`src/rtl/cla8_seq_adder.sv`:
```
// cla8_seq_adder: multi-cycle WIDTH-bit adder/subtractor that reuses one 8-bit
// carry-lookahead slice. It processes one byte lane per cycle, least significant
// lane first, and passes the carry between lanes through a register.
// Optional feature macro: CLA_SEQ_SUB_EN. When it is defined, the sub input
// selects a - b. When it is undefined, sub is ignored.
module cla8_seq_adder #(
  parameter int WIDTH     = 32,
  parameter int NUM_BYTES = WIDTH / 8
) (
  input  logic             clk,
  input  logic             rst,
  input  logic             in_valid,
  output logic             in_ready,
  input  logic [WIDTH-1:0] a,
  input  logic [WIDTH-1:0] b,
  input  logic             cin,
  input  logic             sub,
  output logic             out_valid,
  input  logic             out_ready,
  output logic [WIDTH-1:0] sum,
  output logic             cout,
  output logic             ovf
);

  localparam int K_W = (NUM_BYTES > 1) ? $clog2(NUM_BYTES) : 1;
  localparam logic [K_W-1:0] K_LAST = K_W'(NUM_BYTES - 1);

  typedef enum logic [1:0] {IDLE, RUN, DONE} state_t;

  state_t           state_q, state_d;
  logic [WIDTH-1:0] a_q, a_d;
  logic [WIDTH-1:0] b_q, b_d;
  logic [WIDTH-1:0] sum_q, sum_d;
  logic             carry_q, carry_d;
  logic             cout_q, cout_d;
  logic             ovf_q, ovf_d;
  logic [K_W-1:0]   k_q, k_d;

  logic [WIDTH-1:0] b_eff;
  logic             carry_init;

  // Operand conditioning at capture time. The inversion exists only when
  // subtraction is enabled.
`ifdef CLA_SEQ_SUB_EN
  assign b_eff      = sub ? ~b : b;
  assign carry_init = sub ? 1'b1 : cin;
`else
  logic unused_sub;
  assign unused_sub = sub;
  assign b_eff      = b;
  assign carry_init = cin;
`endif

  // Byte-lane views of the operand registers. These feed the lane mux.
  logic [7:0] a_lane_w [NUM_BYTES];
  logic [7:0] b_lane_w [NUM_BYTES];
  logic [7:0] slice_a, slice_b, slice_sum;
  logic       slice_cout;

  for (genvar gi = 0; gi < NUM_BYTES; gi++) begin : g_lane
    assign a_lane_w[gi] = a_q[gi*8 +: 8];
    assign b_lane_w[gi] = b_q[gi*8 +: 8];
    // Only the lane currently in the slice is rewritten. Every other lane holds.
    assign sum_d[gi*8 +: 8] = (state_q == RUN && k_q == K_W'(gi)) ? slice_sum
                                                                    : sum_q[gi*8 +: 8];
  end

  assign slice_a = a_lane_w[k_q];
  assign slice_b = b_lane_w[k_q];

  // 8-bit carry-lookahead slice. Each carry is a flat sum of products of
  // generate/propagate terms, so no carry ripples from bit to bit.
  logic [7:0] gen_w, prop_w;
  logic [8:0] carry_w;
  always_comb begin
    logic acc;
    logic prod;
    acc    = 1'b0;
    prod   = 1'b0;
    gen_w  = slice_a & slice_b;
    prop_w = slice_a ^ slice_b;
    carry_w    = '0;
    carry_w[0] = carry_q;
    for (int i = 0; i < 8; i++) begin
      acc  = gen_w[i];
      prod = prop_w[i];
      for (int j = i - 1; j >= 0; j--) begin
        acc  = acc | (prod & gen_w[j]);
        prod = prod & prop_w[j];
      end
      carry_w[i+1] = acc | (prod & carry_q);
    end
    slice_sum  = prop_w ^ carry_w[7:0];
    slice_cout = carry_w[8];
  end

  // FSM next-state logic, lane sequencing, and calculation of the final flags.
  always_comb begin
    state_d = state_q;
    a_d     = a_q;
    b_d     = b_q;
    carry_d = carry_q;
    k_d     = k_q;
    cout_d  = cout_q;
    ovf_d   = ovf_q;
    unique case (state_q)
      IDLE: begin
        if (in_valid) begin
          a_d     = a;
          b_d     = b_eff;
          carry_d = carry_init;
          k_d     = '0;
          state_d = RUN;
        end
      end
      RUN: begin
        carry_d = slice_cout;
        k_d     = k_q + K_W'(1);
        if (k_q == K_LAST) begin
          k_d     = '0;
          state_d = DONE;
          cout_d  = slice_cout;
          ovf_d   = (a_q[WIDTH-1] == b_q[WIDTH-1]) && (slice_sum[7] != a_q[WIDTH-1]);
        end
      end
      DONE: begin
        if (out_ready) state_d = IDLE;
      end
      default: state_d = IDLE;
    endcase
  end

  // State registers. Reset discards any operation in flight.
  always_ff @(posedge clk) begin
    if (rst) begin
      state_q <= IDLE;
      a_q     <= '0;
      b_q     <= '0;
      sum_q   <= '0;
      carry_q <= 1'b0;
      k_q     <= '0;
      cout_q  <= 1'b0;
      ovf_q   <= 1'b0;
    end else begin
      state_q <= state_d;
      a_q     <= a_d;
      b_q     <= b_d;
      sum_q   <= sum_d;
      carry_q <= carry_d;
      k_q     <= k_d;
      cout_q  <= cout_d;
      ovf_q   <= ovf_d;
    end
  end

  assign in_ready  = (state_q == IDLE) && !rst;
  assign out_valid = (state_q == DONE);
  assign sum       = sum_q;
  assign cout      = cout_q;
  assign ovf       = ovf_q;

endmodule

```
`config.mk`:
```
export PLATFORM = sky130hd
export DESIGN_NAME = cla8_seq_adder
export DESIGN_NICKNAME = d
export VERILOG_FILES = /design/src/rtl/cla8_seq_adder.sv
export SDC_FILE = /design/constraint.sdc
export NUM_CORES = 1
export LEC_CHECK = 0
export BUFFER_PORTS_ARGS = -buffer_cell sky130_fd_sc_hd__buf_2
export CAP_MARGIN = 20
export CORE_MARGIN = 8
export CORE_UTILIZATION = 45
export CTS_BUF_LIST = sky130_fd_sc_hd__clkbuf_4 sky130_fd_sc_hd__clkbuf_8
export CTS_CLUSTER_SIZE = 16
export DETAILED_ROUTE_END_ITERATION = 10
export PLACE_DENSITY = 0.78
export SYNTH_ARGS = -nofsm -noshare
export SYNTH_HDL_FRONTEND = slang
export SYNTH_SLANG_ARGS = --single-unit
```
`constraint.sdc`:
```
create_clock -name clk -period 5.2 [get_ports clk]
set_clock_uncertainty 0.1 [all_clocks]
set_input_delay 1.04 -clock clk [delete_from_list [all_inputs] [get_ports clk]]
set_output_delay 1.04 -clock clk [all_outputs]
set_load 0.005 [all_outputs]
```
# Word level (Yosys, flattened, before mapping)
# Index checks and enable logic that the tools add are counted.
[classes]
muxes = 15
bitwise = 104
magnitude_cmp = 1
reduce_logical = 14
eq_ne = 10
n_addsub = 1
[op_table]
columns = ["cell", "count"]
rows = [
  ["$and 1x1->1", 64],
  ["$or 1x1->1", 36],
  ["$bmux 8 s2", 2],
  ["$mux 8", 4],
  ["$xor 8x8->8", 2],
  ["$mux 2", 5],
  ["$and 8x8->8", 1],
  ["$eq 2x2->1 const B", 3],
  ["$logic_and 1x1->1", 6],
  ["$pmux 2 s3", 1],
  ["$reduce_and 2->1", 3],
  ["$eq 2x1->1 const B", 2],
  ["$logic_not 2->1", 2],
  ["$ne 2x1->1 const B", 2],
  ["$pmux 2 s2", 1],
  ["$ge 3x3->1 const B", 1],
  ["$not 2->3", 1],
  ["$reduce_and 3->1", 1],
  ["$add 2x1->2 const B", 1],
  ["$ne 2x2->1 const B", 1],
  ["$pmux 1 s2", 1],
  ["$reduce_bool 2->1", 1],
  ["$eq 1x1->1", 1],
  ["$logic_not 1->1", 1],
  ["other kinds (2)", 2],
]
[word_totals]
out_inout_bits = 36
regBits = 103
in_bits = 70
elab_cells = 156

# Depth between registers and ports, before layout
[logic_depth]
ltp_word = 16
depth_mapped = 10
mapped_depth_nobuf = 7

# Worst setup path after synthesis
# OpenSTA, ideal clock, no wires.
[synth_path]
path_kind = "register -> register"
from = "register k_q[0]"
to = "register ovf_q (netlist: ovf)"
path_slack_ps = 2176
arrival_time_ps = 2808
required_time_ps = 4984
n_path_buf = 3
setup_time_ps = 116
synth_period_minus_slack_ps = 3024
path_stages_with_launch = 11
cell_sequence = "dfxtp_1 -> buf_2 -> buf_2 -> mux4_2 -> ha_1 -> buf_2 -> a21oi_1 -> and2_1 -> a31oi_2 -> a221o_1 -> and3_1"
[synth_between]
elab_chain_len = 16
word_cells_on_any_way = 34
classes_between = "eq/ne: 2; mux: 6; bitwise: 24; reduce/logical: 2"
[synth_rtl]
columns = ["element", "line_no", "rtl"]
rows = [
  ["start: declaration", "37", "logic [K_W-1:0] k_q, k_d;"],
  ["start signal: assignment", "150", "k_q <= k_d;"],
  ["$not 2->3 (implied by the code)", "68, 69", ""],
  ["$bmux 8 s2, on equally long branches", "68, 69", ""],
  ["$mux 8, on equally long branches (2 in a row)", "68, 69", ""],
  ["$xor 8x8->8 / $and 8x8->8 (equally long branches)", "81, 80", ""],
  ["$and 1x1->1, on equally long branches", "88, 89", ""],
  ["$or 1x1->1 (tied with other cells) (5 in a row)", "88", "acc = acc | (prod & gen_w[j]);"],
  ["$or 1x1->1 / $and 1x1->1 (equally long branches)", "88, 91", ""],
  ["$or 1x1->1", "91", "carry_w[i+1] = acc | (prod & carry_q);"],
  ["$xor 8x8->8", "93", "slice_sum = prop_w ^ carry_w[7:0];"],
  ["$ne 1x1->1", "123", "ovf_d = (a_q[WIDTH-1] == b_q[WIDTH-1]) && (slice_sum[7] != a_q[WIDTH-1]);"],
  ["$logic_and 1x1->1", "123", ""],
  ["end signal: assignment", "152", "ovf_q <= ovf_d;"],
  ["end: declaration", "36", "logic ovf_q, ovf_d;"],
]
# Several ways; a longest one is shown, not always the timed one. The select of a mux whose other input is x is not followed.
# A chain may end at the register's enable or synchronous reset.

# Worst setup path in the final report
[layout_path]
from = "register k_q[1]"
to = "register ovf_q (netlist: ovf)"
# Same word-level chain as after synthesis.

==> key figures <==
Run status
  • Status: complete, no violations

Timing
  • Post-layout minimum cycle time: 3.241 ns
  • Slew HR: 26.77%
  • Worst Tran Pin Value: 1.098 ns
  • Final Hold Vio Count: 0
  • Fmax: 308.5 MHz
  • Final setup violation count: 0
  • Hold slack: 0.3555 ns
  • Count of final max-slew check failures: 0
  • Total negative slack: 0 ns
  • Final worst slack: 1.959 ns
  • RSZ-0062 raised after global routing: false
  • Fin crit share: 62.34%

Global route
  • First-pass GRT wire length: 17.77 mm
  • GRT Total Usage: 16.62%
  • Remaining Overflow, GRT: 0
  • Vias in the first global route: 3837
  • Initial antenna violation count: 0
  • Largest net degree at the start of global routing: 117

Logic synthesis
  • Flops & latches, synth: 103
  • Seq/Total Area, Yosys: 46.10%
  • Ys flop type: dfxtp_1
  • Syn Inst Count: 524
  • Ys async rst share: 0%
  • EDFF count, synth: 0
  • Yosys cell types: 39
  • Syn_nets: 607
  • Mean cell area of the mapped netlist: 8.536 µm²
  • Synth warnings: 0
  • Cell area after synthesis: 4473 µm²

Setup path
  • Cell breakdown of the critical path: buf_4 > mux4_2 > ha_1 > and3_4 > a22oi_2 > a31oi_2 > a221o_1 > and3_1
  • R2R depth: 8
  • Reg-to-reg startpoint: k_q[1]$_SDFFE_PP0P_
  • Worst path slowest cell: dfxtp_1
  • Worst Path Buf+Inv: 1
  • CP Depth: 8
  • Crit path kind: reg -> reg
  • Worst R2R Setup Slack: 1.96 ns
  • Top delay family on crit path: compound AO/OA/AOI/OAI gates
  • Worst reg2reg path endpoint: ovf$_SDFFE_PP0P_
  • Critical path launch point type: register
  • CP arrival: 3.40 ns
  • Critical path fanouts, max: 12
  • Req. time, crit path: 5.35 ns
  • Crit-path max cell delay: 0.77 ns
  • Crit. End Element: register

Layout
  • Sequential cell area: 2062 µm²
  • # diodes: 0
  • Fraction of layout cells with a size suffix above 1: 24.63%
  • Most common cell after layout, fill and taps aside: nand2_1
  • Nets@finish: 687
  • Fillers: 931
  • Footprint of the multi-input gates: 2222 µm²
  • Commonest non-fill, non-tap cells in the layout: nand2_1, dfxtp_1, buf_2
  • Final Util: 54.23%
  • Synthesis-to-layout area growth: 17.96%

Power and ir drop
  • VDD IR max: 0.1548 mV
  • PwrDens: 293.2 nW/µm²
  • Pleak: 0.002152 µW

Die
  • Die area: 13390 µm²
  • Initial core utilization: 45.97%
  • Die Ht: 115.7 µm
  • Core footprint: 9729 µm²
  • FP Rows: 36
  • Top Ports: 106
  • Die width: 115.7 µm

CTS
  • Inserted Clock Buffers: 9
  • TritonCTS clock tree: built
  • Root Driver: clkbuf_8
  • Hold-fix buffer count after cts: 0
  • Clk sink count: 103
  • H-tree depth: 3
  • Number of gates resized after CTS: 0
  • Setup bufs post-CTS: 0
  • Clock Latency Late Sink: 0.36 ns
  • Clock Path Buffers: 2
  • Clock Pin Slew Worst Setup and Hold Paths: 0.09 ns

Worst hold path
  • Min-delay src: a_q[18]$_SDFFE_PP0P_
  • Hold endpoint: a_q[18]$_SDFFE_PP0P_
  • Number of cells on the worst hold path: 2
  • Worst Hold Class: reg -> reg

Routing
  • DRT iter0 DRCs: 214
  • Detailed-route wire length per cell: 14.85 µm
  • WL final: 11.02 mm
  • Vias per cell: 5.155
  • DRC Markers: 0
  • Post-DRT Antenna Nets: 0
  • Vias: 3825
  • Pre-antenna DRT Iters: 4

Placed design
  • Post-Place Worst Slack: 1.697 ns
  • Post-DP HPWL: 8.060 mm
  • Gpl congestion: 0.7728
  • PortBufs: 104

Job
  • Count of maximum capacitance violations: 0
-- power by group --
part / leakage, µW / total (µW) / internal (µW) / switching [µW]
clock: 0.000101 / 470 / 208 / 262
combinational: 0.00121 / 229 / 96.9 / 132
sequential: 0.000841 / 848 / 826 / 21.9
total: 0.00215 / 1550 / 1130 / 416
-- metal layers --
layer,wire [µm],GRT usage [%]
met5,0,0
met3,738,3.960
met4,136,7.347
met2,5345,28.14
met1,4795,19.63
-- worst max-delay path by stage --
stage / from / end / slack [ns]
finish: k_q[1]$_SDFFE_PP0P_ / ovf$_SDFFE_PP0P_ / 1.96
CTS: k_q[0]$_SDFFE_PP0P_ / ovf$_SDFFE_PP0P_ / 1.67
floorplan: k_q[0]$_SDFFE_PP0P_ / ovf$_SDFFE_PP0P_ / 2.18
global route: k_q[1]$_SDFFE_PP0P_ / sum[30]$_SDFFE_PP0P_ / 1.70
global placement: k_q[0]$_SDFFE_PP0P_ / ovf$_SDFFE_PP0P_ / 1.73
detailed placement: k_q[0]$_SDFFE_PP0P_ / ovf$_SDFFE_PP0P_ / 1.70
-- flip-flops by register name (all words and copies together) (netlist names) --
signal   flops
k_q          2
cout         1
carry_q      1
sum         32
ovf          1
b_q         32
state_q      2
a_q         32
-- synthesized netlist by cell type, drive strengths merged, types with 2 or more instances --
master / instances / area, µm²
nor3: 6 / 30.03
a21o: 4 / 30.03
buf: 11 / 53.80
nand3: 6 / 30.03
nand2b: 4 / 25.02
and3: 2 / 17.52
dfxtp: 103 / 2062
ha: 12 / 150.1
a211oi: 4 / 30.03
nor2b: 2 / 12.51
a21oi: 85 / 425.4
xnor2: 3 / 26.28
and2: 6 / 37.54
nand3b: 12 / 90.09
mux4: 16 / 360.4
nor2: 11 / 41.29
o31ai: 9 / 67.56
a31oi: 2 / 18.77
o311ai: 4 / 35.03
inv: 7 / 26.28
clkbuf: 30 / 112.6
nand2: 171 / 641.9
-- worst min-delay path, delay by kind of cell (launching register included) --
kind | cells | cell delay (ns)
flops | 1 | 0.32
simple gates | 1 | 0.05
compound gates | 1 | 0.05
-- stage by stage --
step                      area [µm²]  power (µW)  instances
after floorplan                 4473        1014        524
after global placement          5022        1077        723
after detailed placement        5022        1086        723
after CTS                       5209        1548        739
after global routing            5276        1621        742
final                           5276        1547        742
-- final cells by class --
class / instances / area share (%)
Inverter: 7 / 0.4980
Clock inverter: 4 / 0.5217
Tap cell: 133 / 3.154
Sequential cell: 103 / 39.08
Timing Repair Buffer: 110 / 11.62
Multi-Input combinational cell: 373 / 42.12
Clock buffer: 12 / 3.012
-- cells by family (layout without fill, tap and decap cells) --
family,Yosys count,after routing,synth area share (%)
and+or+nand+nor,221,221,20.84
AOI/OAI and AO/OA,119,119,16.11
DFF,103,103,46.10
adders and majority gates,13,13,3.804
buffers and inverters,48,133,4.308
xor gates and xnor gates,4,4,0.7834
muxes,16,16,8.056
Note: power is estimated with default switching activity, not from simulation.
